**src/rtl/gray_pixel_unpacker_pkg.sv**
```systemverilog
// Shared types for the grayscale pixel unpacker: pixel type, lane-index sizing, FSM states.
package gray_pkg;

  localparam int PIX_W_DEF = 8;
  localparam int WORD_W_DEF = 32;

  typedef logic [PIX_W_DEF-1:0] pixel_t;

  function automatic int idx_w(input int lanes);
    return (lanes > 1) ? $clog2(lanes) : 1;
  endfunction

  typedef logic [idx_w(WORD_W_DEF / PIX_W_DEF)-1:0] lane_idx_t;

  typedef enum logic {EMPTY, BUSY} state_t;

endpackage

```
**src/rtl/gray_pixel_unpacker_if.sv**
```systemverilog
// Word-in / pixel-out stream bundle; the unpacker is the slave, the word source the master.
interface gray_pixel_unpacker_if #(
  parameter int WORD_W = 32,
  parameter int PIX_W  = 8
);
  localparam int LANES = WORD_W / PIX_W;
  localparam int CNT_W = $clog2(LANES + 1);

  logic [WORD_W-1:0] in_data;
  logic              in_valid;
  logic              in_ready;
  logic              in_last;
  logic [CNT_W-1:0]  in_cnt;
  logic [PIX_W-1:0]  out_data;
  logic              out_valid;
  logic              out_ready;
  logic              out_last;

  modport slave (
    input  in_data, in_valid, in_last, in_cnt, out_ready,
    output in_ready, out_data, out_valid, out_last
  );

  modport master (
    output in_data, in_valid, in_last, in_cnt, out_ready,
    input  in_ready, out_data, out_valid, out_last
  );
endinterface

```
**src/rtl/gray_pixel_unpacker_lane_mux.sv**
```systemverilog
// Word + lane index -> pixel select. UNPACK_MSB_FIRST_EN reverses the lane order.
module gray_lane_mux #(
  parameter int WORD_W = 32,
  parameter int PIX_W  = 8,
  parameter int IDX_W  = 2
) (
  input  logic [WORD_W-1:0] word_i,
  input  logic [IDX_W-1:0]  idx_i,
  output logic [PIX_W-1:0]  pix_o
);
  localparam int LANES = WORD_W / PIX_W;

  logic [IDX_W-1:0] sel;

  always_comb begin
`ifdef UNPACK_MSB_FIRST_EN
    sel = IDX_W'(LANES - 1) - idx_i;
`else
    sel = idx_i;
`endif
    pix_o = word_i[int'(sel)*PIX_W +: PIX_W];
  end

endmodule

```
**src/rtl/gray_pixel_unpacker.sv**
```systemverilog
// Unpacks LANES-pixel words into a one-pixel-per-beat stream with a partial final word.
// Optional build macro UNPACK_MSB_FIRST_EN (handled in gray_lane_mux) emits the top lane first.
module gray_pixel_unpacker
  import gray_pkg::*;
#(
  parameter int WORD_W = WORD_W_DEF,
  parameter int PIX_W  = PIX_W_DEF
) (
  input  logic                 clk,
  input  logic                 rst,
  gray_pixel_unpacker_if.slave bus
);
  localparam int LANES = WORD_W / PIX_W;
  localparam int IDX_W = idx_w(LANES);
  localparam int CNT_W = $clog2(LANES + 1);

  state_t            state_q, state_d;
  logic [WORD_W-1:0] word_q, word_d;
  logic              last_q, last_d;
  logic [IDX_W-1:0]  lim_q, lim_d;
  logic [IDX_W-1:0]  idx_q, idx_d;
  logic              final_lane;
  logic              load;
  logic              in_ready_c;
  logic              out_valid_c;
  logic              out_last_c;
  logic [PIX_W-1:0]  pix;

  // Index of the last lane to emit; cnt of 0 or above LANES means a full word.
  function automatic logic [IDX_W-1:0] lane_limit(input logic last, input logic [CNT_W-1:0] cnt);
    if (!last || cnt == '0 || cnt >= CNT_W'(LANES)) return IDX_W'(LANES - 1);
    return IDX_W'(cnt - CNT_W'(1));
  endfunction

  assign final_lane = (idx_q == lim_q);

  always_comb begin
    state_d     = state_q;
    word_d      = word_q;
    last_d      = last_q;
    lim_d       = lim_q;
    idx_d       = idx_q;
    load        = 1'b0;
    in_ready_c  = 1'b0;
    out_valid_c = 1'b0;
    out_last_c  = 1'b0;
    case (state_q)
      EMPTY: begin
        in_ready_c = 1'b1;
        load       = bus.in_valid;
        if (bus.in_valid) state_d = BUSY;
      end
      BUSY: begin
        out_valid_c = 1'b1;
        out_last_c  = last_q && final_lane;
        in_ready_c  = bus.out_ready && final_lane;
        if (bus.out_ready) begin
          if (!final_lane) begin
            idx_d = idx_q + IDX_W'(1);
          end else begin
            // Refill in the same cycle the final lane drains to avoid a bubble.
            load = bus.in_valid;
            if (!bus.in_valid) state_d = EMPTY;
          end
        end
      end
    endcase
    if (load) begin
      word_d = bus.in_data;
      last_d = bus.in_last;
      lim_d  = lane_limit(bus.in_last, bus.in_cnt);
      idx_d  = '0;
    end
  end

  always_ff @(posedge clk or posedge rst) begin
    if (rst) begin
      state_q <= EMPTY;
      word_q  <= '0;
      last_q  <= 1'b0;
      lim_q   <= '0;
      idx_q   <= '0;
    end else begin
      state_q <= state_d;
      word_q  <= word_d;
      last_q  <= last_d;
      lim_q   <= lim_d;
      idx_q   <= idx_d;
    end
  end

  gray_lane_mux #(
    .WORD_W (WORD_W),
    .PIX_W  (PIX_W),
    .IDX_W  (IDX_W)
  ) u_lane_mux (
    .word_i (word_q),
    .idx_i  (idx_q),
    .pix_o  (pix)
  );

  assign bus.in_ready  = in_ready_c && !rst;
  assign bus.out_valid = out_valid_c;
  assign bus.out_last  = out_last_c;
  assign bus.out_data  = out_valid_c ? pix : '0;

endmodule

```
**src/flat_wrapper.sv**
```systemverilog
// flat-port wrapper written by rule: the top's interface ports become plain ports
module gray_pixel_unpacker_flat import gray_pkg::*;
#(
  parameter int WORD_W = WORD_W_DEF,
  parameter int PIX_W  = PIX_W_DEF
)
  (clk, rst, bus_in_data, bus_in_valid, bus_in_last, bus_in_cnt, bus_out_ready, bus_in_ready, bus_out_data, bus_out_valid, bus_out_last);
  gray_pixel_unpacker_if #(.WORD_W(WORD_W), .PIX_W(PIX_W)) bus_i ();
  input  logic clk;
  input  logic rst;
  input wire logic [$bits(bus_i.in_data)-1:0] bus_in_data;
  input wire logic [$bits(bus_i.in_valid)-1:0] bus_in_valid;
  input wire logic [$bits(bus_i.in_last)-1:0] bus_in_last;
  input wire logic [$bits(bus_i.in_cnt)-1:0] bus_in_cnt;
  input wire logic [$bits(bus_i.out_ready)-1:0] bus_out_ready;
  output wire logic [$bits(bus_i.in_ready)-1:0] bus_in_ready;
  output wire logic [$bits(bus_i.out_data)-1:0] bus_out_data;
  output wire logic [$bits(bus_i.out_valid)-1:0] bus_out_valid;
  output wire logic [$bits(bus_i.out_last)-1:0] bus_out_last;
  assign bus_i.in_data = bus_in_data;
  assign bus_i.in_valid = bus_in_valid;
  assign bus_i.in_last = bus_in_last;
  assign bus_i.in_cnt = bus_in_cnt;
  assign bus_i.out_ready = bus_out_ready;
  assign bus_in_ready = bus_i.in_ready;
  assign bus_out_data = bus_i.out_data;
  assign bus_out_valid = bus_i.out_valid;
  assign bus_out_last = bus_i.out_last;
  gray_pixel_unpacker #(.WORD_W(WORD_W), .PIX_W(PIX_W)) u_core (.clk(clk), .rst(rst), .bus(bus_i));
endmodule
```
**config.mk**
```make
export PLATFORM = sky130hd
export DESIGN_NAME = gray_pixel_unpacker_flat
export DESIGN_NICKNAME = d
export VERILOG_FILES = /design/src/rtl/gray_pixel_unpacker_pkg.sv /design/src/rtl/gray_pixel_unpacker_if.sv /design/src/rtl/gray_pixel_unpacker_lane_mux.sv /design/src/rtl/gray_pixel_unpacker.sv /design/src/flat_wrapper.sv
export SDC_FILE = /design/constraint.sdc
export NUM_CORES = 1
export LEC_CHECK = 0
export CAP_MARGIN = 20
export CORE_MARGIN = 1
export CORE_UTILIZATION = 48
export CTS_CLUSTER_SIZE = 30
export DETAILED_ROUTE_END_ITERATION = 7
export PLACE_DENSITY_LB_ADDON = 0.3
export SLEW_MARGIN = 20
export SYNTH_ARGS = -nofsm -noshare
export SYNTH_HDL_FRONTEND = slang
export SYNTH_SLANG_ARGS = --single-unit
```
**constraint.sdc**
```tcl
create_clock -name clk -period 2 [get_ports clk]
set_clock_uncertainty 0.2 [all_clocks]
set_input_delay 0.4 -clock clk [delete_from_list [all_inputs] [get_ports clk]]
set_output_delay 0.4 -clock clk [all_outputs]
set_load 0.02 [all_outputs]
```
==> results.toml, run 1 <==
[global_routing]
grt-busiest-layer = "met2"
grt_max_degree = 23
met3_usage_pct = 7.22
grt_use_met1_pct = 33.9
grt_pass1_vias = 1944
overflow = 0
grt_pass1_wl_um = 9430
gr-usage-met2_pct = 58.7
grt_antenna_before_repair = 0
gr-usage-all-layers_pct = 31.4

[sta]
hold_viol = 0
period_minus_slack_ns = 2.25
post-route-period-util_pct = 113
worst_slack_ns = -0.251
setup_viol = 45
rsz0062_at_grt = "true"
max-slew-margin-rel_pct = 80.1
finalSetupTns_ns = -7.04
worstMarginPinSlew_ns = 0.295
fmax_mhz = 444
maxSlewViolCount = 0

[route]
drtIter0Drc = 112
dr.pass1.iters = 4
via_count = 1769
wl_per_cell_um = 20.0
ant_nets = 0
drt-total-wl_um = 6210
post_drt_via_cell_ratio = 5.71
drc_errors = 0

[worst_setup_path]
required_ns = 1.40
endpoint_kind = "output port"
setup.worst_path.start_class = "register"
arrival_ns = 1.65
critPathKind = "reg2out"
cp_max_fo = 4

[synth]
ys_warn_count = 0
synth_nets = 204
synth_cells = 163
synthArstFlopShare_pct = 100
synth_edf_count = 0
ys.flop_type = "dfrtp_1"
synth_cell_types = 29
ys_seq_area_share_pct = 50.2
syn_area_um2 = 1900
syn_avg_cell_area_um2 = 11.6
ys_seq_elements = 38

[layout]
final_nets = 303
area_growth_pct = 68.0
diodes = 0
fin_cells = 310
drive_gt1_share_pct = 48.9
final_util_pct = 85.7

[place]
gp_congestion = 0.898
hpwl_um = 3510
dp_cells = 291
port_buffers = 50

[clocking]
cts_tree = "yes"
cts_buffers = 5
htree_num_levels = 2
cts.path.max_buffers = 2
clock_tree.root_cell = "clkbuf_8"
clk_latency_ns = 0.30
clkTransAtPathRegs_ns = 0.08
clock_sinks = 38
cts_hold_buf = 0

[run_status]
violations = "setup timing"
status = "finished, violations left"

[pwr]
cellPowerDensity_nw_per_um2 = 1770
peakVddDrop_v = 0.000923
p_leak_nw = 1.44

[die]
rows = 22
initial_utilization_pct = 51.0
core_area_um2 = 3720
ios = 51
die_w_um = 64.8
fp.dieArea_um2 = 4200
chipHeight_um = 64.8

[worst_hold_path]
hold_path_class = "in2async"

[job]
drv_cap = 0
==> worst max-delay path, cell delays in order, from the launching register on <==
cell and delay [ns]:
dfrtp_2 0.43, buf_6 0.15, mux4_2 0.50, and2_4 0.16
buf_6 0.12
==> cell type report <==
type	count	area, um2
Fill cell	158	532
Sequential cell	38	953
Clock buffer	5	68.8
Timing Repair Buffer	102	1060
Multi-Input combinational cell	110	1020
Inverter	5	18.8
Clock inverter	2	10.0
Tap cell	48	60.1
==> path summary, 6_finish.rpt <==
| path | from | endpoint | slack [ns] | cells after the start |
|---|---|---|---|---|
| max | u_core.idx_q[0]$_DFFE_PP0P_ | bus_out_data[4] | -0.25 | 4 |
| min | rst | u_core.word_q[7]$_DFFE_PP0P_ | 0.28 | 3 |
| max reg2reg | u_core.idx_q[0]$_DFFE_PP0P_ | u_core.word_q[15]$_DFFE_PP0P_ | -0.24 | 8 |
| min reg2reg | u_core.word_q[26]$_DFFE_PP0P_ | u_core.word_q[26]$_DFFE_PP0P_ | 0.31 | 1 |
| max in group asynchronous | rst | u_core.idx_q[0]$_DFFE_PP0P_ | 1.04 | 3 |
| min in group clk | u_core.word_q[26]$_DFFE_PP0P_ | u_core.word_q[26]$_DFFE_PP0P_ | 0.31 | 1 |
==> where the power goes <==
part           internal, mW  switching [mW]
clock network         0.234           0.271
registers              1.15           0.281
logic                  2.17            1.53
==> sequential cells by signal, summed over array words and instances (netlist names) <==
register / count
u_core.last_q: 1
u_core.word_q: 32
u_core.lim_q: 2
u_core.idx_q: 2
u_core.state_q: 1
==> through the flow <==
stage / instance area [um2] / hold slack (ns) / setup WS, ns / power (mW)
after floorplan: 1900 / 0.274 / 0.0677 / 2.87
after global placement: 2710 / 0.284 / -0.304 / 3.87
after detailed placement: 2710 / 0.292 / -0.322 / 4.01
after CTS: 3020 / 0.275 / -0.217 / 5.13
after global routing: 3180 / 0.325 / -0.280 / 5.89
final: 3180 / 0.281 / -0.251 / 5.63
==> cell usage after synthesis (all sizes together) (2+ instances only) <==
master,count,share of area (%)
a21o,2,0.79
a21oi,33,8.7
a31oi,2,0.66
and2,9,3.0
buf,8,3.6
clkbuf,2,0.40
dfrtp,38,50
inv,5,0.99
mux2,17,10
mux4,8,9.5
nand2,18,3.6
nor2,4,0.79
o21ai,2,0.53
xnor2,2,0.92
xor2,2,0.92
==> cells by family after synthesis <==
logic type / Yosys count / share of synthesized area [%]
xor gates and xnor gates: 4 / 1.85
buffers and inverters: 15 / 5.02
AOI/OAI and AO/OA: 45 / 14.2
DFF: 38 / 50.2
muxes: 25 / 19.6
adders and majority gates: 1 / 0.660
and+or+nand+nor: 35 / 8.51
==> routing by layer <==
metal | routed length, um | vias up | share of wire, %
li1 | - | 776 | -
met1 | 2340 | 914 | 38
met2 | 3480 | 64 | 56
met3 | 263 | 15 | 4.2
met4 | 123 | 0 | 2.0
met5 | 0 | - | 0
==> cells in the final DEF, fill, tap and decap left out, types with 2 or more instances in the layout <==
cell / count
dfrtp_1: 36
a21oi_4: 3
bufbuf_16: 2
a21oi_2: 13
clkbuf_8: 5
buf_8: 2
nand2_1: 18
buf_4: 38
buf_12: 4
o21ai_0: 2
clkdlybuf4s50_1: 39
a21o_1: 2
dfrtp_2: 2
a21oi_1: 17
a31oi_1: 2
clkinv_2: 2
mux4_2: 8
inv_1: 5
buf_6: 15
and2_4: 8
nor2_1: 3
mux2_2: 17
==> repair_timing <==
action                                  in CTS  in global routing
cloned                                       3                  0
pin swaps                                   10                  1
gates resized for setup                     85                 24
endpoints found under the setup margin      38                 45
buffers inserted                             5                  4
No activity file was read; power rests on OpenSTA's default activity.
==> inputs of run 2 (changes only) <==
--- a/config.mk
+++ b/config.mk
@@ -7,7 +7,7 @@
 export LEC_CHECK = 0
 export CAP_MARGIN = 20
 export CORE_MARGIN = 1
-export CORE_UTILIZATION = 48
+export CORE_UTILIZATION = 52
 export CTS_CLUSTER_SIZE = 30
 export DETAILED_ROUTE_END_ITERATION = 7
 export PLACE_DENSITY_LB_ADDON = 0.3
==> constraint.sdc (replaced) <==
create_clock -name clk -period 2.8 [get_ports clk]
set_clock_uncertainty 0.2 [all_clocks]
set_input_delay 0.56 -clock clk [delete_from_list [all_inputs] [get_ports clk]]
set_output_delay 0.56 -clock clk [all_outputs]
set_load 0.02 [all_outputs]
==> run 2 against run 1 <==
  * The flow now finishes without violations
  * Global-route usage decreased by 8.1 points
  * Combinational power decreased by 61%
  * Via count decreased by 17%
  * Non-clock buffer count decreased by 44
  * Sequential share of layout area increased by 7.9 points
  * Setup slack improved by 0.38 ns
==> results.toml, run 2 (synthesized netlist as in run 1, its figures left out) <==
[sta]
max-slew-margin-rel_pct = 69.3
hold_viol = 0
setup_viol = 0
rsz0062_at_grt = "false"
post-route-period-util_pct = 95.3
worst_slack_ns = 0.133
fmax_mhz = 375
period_minus_slack_ns = 2.67
finalSetupTns_ns = 0
maxSlewViolCount = 0
worstMarginPinSlew_ns = 0.461

[worst_setup_path]
required_ns = 2.04
setup.worst_path.start_class = "register"
critical_path.top_delay_family = "buffers and inverters"
cp_num_buf_inv = 2
critPathSlowestCell = "mux4_2"
slowest_delay_ns = 0.49
rr_worst_depth = 4
crit_chain = "buf_12 > mux4_2 > and2_1 > dlygate4sd2_1"
critPathKind = "reg2out"
arrival_ns = 1.91
r2r-start = "u_core.state_q$_DFF_PP0_"
cp_max_fo = 14
r2r_slack_ns = 0.79
endpoint_kind = "output port"
r2r_end = "u_core.word_q[15]$_DFFE_PP0P_"

[pwr]
p_leak_nw = 1.11
cellPowerDensity_nw_per_um2 = 1090
totalPowerFinal_mw = 2.74
peakVddDrop_v = 0.000582

[die]
chipHeight_um = 62.4
initial_utilization_pct = 55.5
fp.dieArea_um2 = 3890
rows = 21
die_w_um = 62.4
ios = 51
core_area_um2 = 3420

[layout]
largest_reg_flops = 32
fin_cells = 265
diodes = 0
final_nets = 259
final_util_pct = 73.5
regMostFlops = "u_core.word_q"
area_growth_pct = 32.5
drive_gt1_share_pct = 20.1
top_regs = "u_core.word_q (32), u_core.idx_q (2), u_core.lim_q (2)"
final_common_cell = "clkdlybuf4s50_1"
fillers = 248
layout_common_cells = "clkdlybuf4s50_1 (40), dfrtp_1 (38), a21oi_1 (33)"

[worst_hold_path]
min_to = "u_core.word_q[14]$_DFFE_PP0P_"
hold_start = "u_core.word_q[14]$_DFFE_PP0P_"
whs_path_depth = 1
hold_path_class = "reg2reg"

[route]
routed-wl-met2_um = 1970
ant_nets = 0
drtIter0Drc = 70
post_drt_via_cell_ratio = 5.51
via_count = 1461
drt-met1-wl_um = 1630
drc_errors = 0
wl_per_cell_um = 14.6
dr.pass1.iters = 4
routed.top_layer = "met4"
routed-wl-met3_um = 178
drt-total-wl_um = 3860

[global_routing]
gr-usage-all-layers_pct = 23.3
grt_max_degree = 48
grt_antenna_before_repair = 0
grt_pass1_wl_um = 6830
grt_pass1_vias = 1535
overflow = 0

[run_status]
status = "completed"

[job]
drv_cap = 0

[clocking]
clkTransAtPathRegs_ns = 0.11
cts_tree = "yes"
clk_latency_ns = 0.35
htree_num_levels = 2
clock_sinks = 38
clock_tree.root_cell = "clkbuf_4"
cts_buffers = 5
cts_hold_buf = 0
cts.path.max_buffers = 2

[place]
port_buffers = 50
gp_congestion = 0.727
dp_cells = 257
hpwl_um = 2770
place_ws_ns = 0.220
[run 2: area by class of cell]
class | count | area, um2 | area share [%]
Timing Repair Buffer | 58 | 573 | 22.8
Clock inverter | 3 | 21.3 | 0.847
Clock buffer | 5 | 37.5 | 1.49
Multi-Input combinational cell | 110 | 852 | 33.9
Inverter | 5 | 18.8 | 0.747
Sequential cell | 38 | 951 | 37.9
Tap cell | 46 | 57.6 | 2.29
[run 2: stage by stage]
stage | hold slack, ns | instance area, um2
after floorplan | 0.274 | 1900
after global placement | 0.283 | 2460
after detailed placement | 0.293 | 2460
after CTS | 0.320 | 2510
after global routing | 0.343 | 2510
final | 0.316 | 2510
[run 2: metal layers]
metal | track usage, % | vias to the layer above
li1 | - | 695
met1 | 27.3 | 715
met2 | 39.4 | 42
met3 | 6.20 | 9
met4 | 11.9 | 0
met5 | 0 | -
[run 2: worst max path at each step]
stage	from	endpoint	slack (ns)	depth (start not counted)
finish	u_core.idx_q[0]$_DFFE_PP0P_	bus_out_data[2]	0.13	4
global route	u_core.idx_q[0]$_DFFE_PP0P_	bus_out_data[7]	0.03	4
CTS	u_core.idx_q[0]$_DFFE_PP0P_	bus_out_data[2]	0.11	4
detailed placement	bus_out_ready	bus_in_ready	0.22	4
global placement	bus_out_ready	bus_in_ready	0.23	4
floorplan	u_core.idx_q[0]$_DFFE_PP0P_	bus_out_data[6]	0.64	4
[run 2: repair_timing]
action                                  4_1_cts  5_1_grt
buffers inserted                              0        0
resized for setup                            11        0
endpoints found under the setup margin       10        0
[run 2: where the power goes]
part	leakage [nW]	total, mW	internal (mW)	switching, mW
Sequential	0.474	1.02	0.818	0.201
Combinational	0.609	1.43	0.750	0.679
Clock	0.0312	0.287	0.0975	0.190
Total	1.11	2.74	1.67	1.07
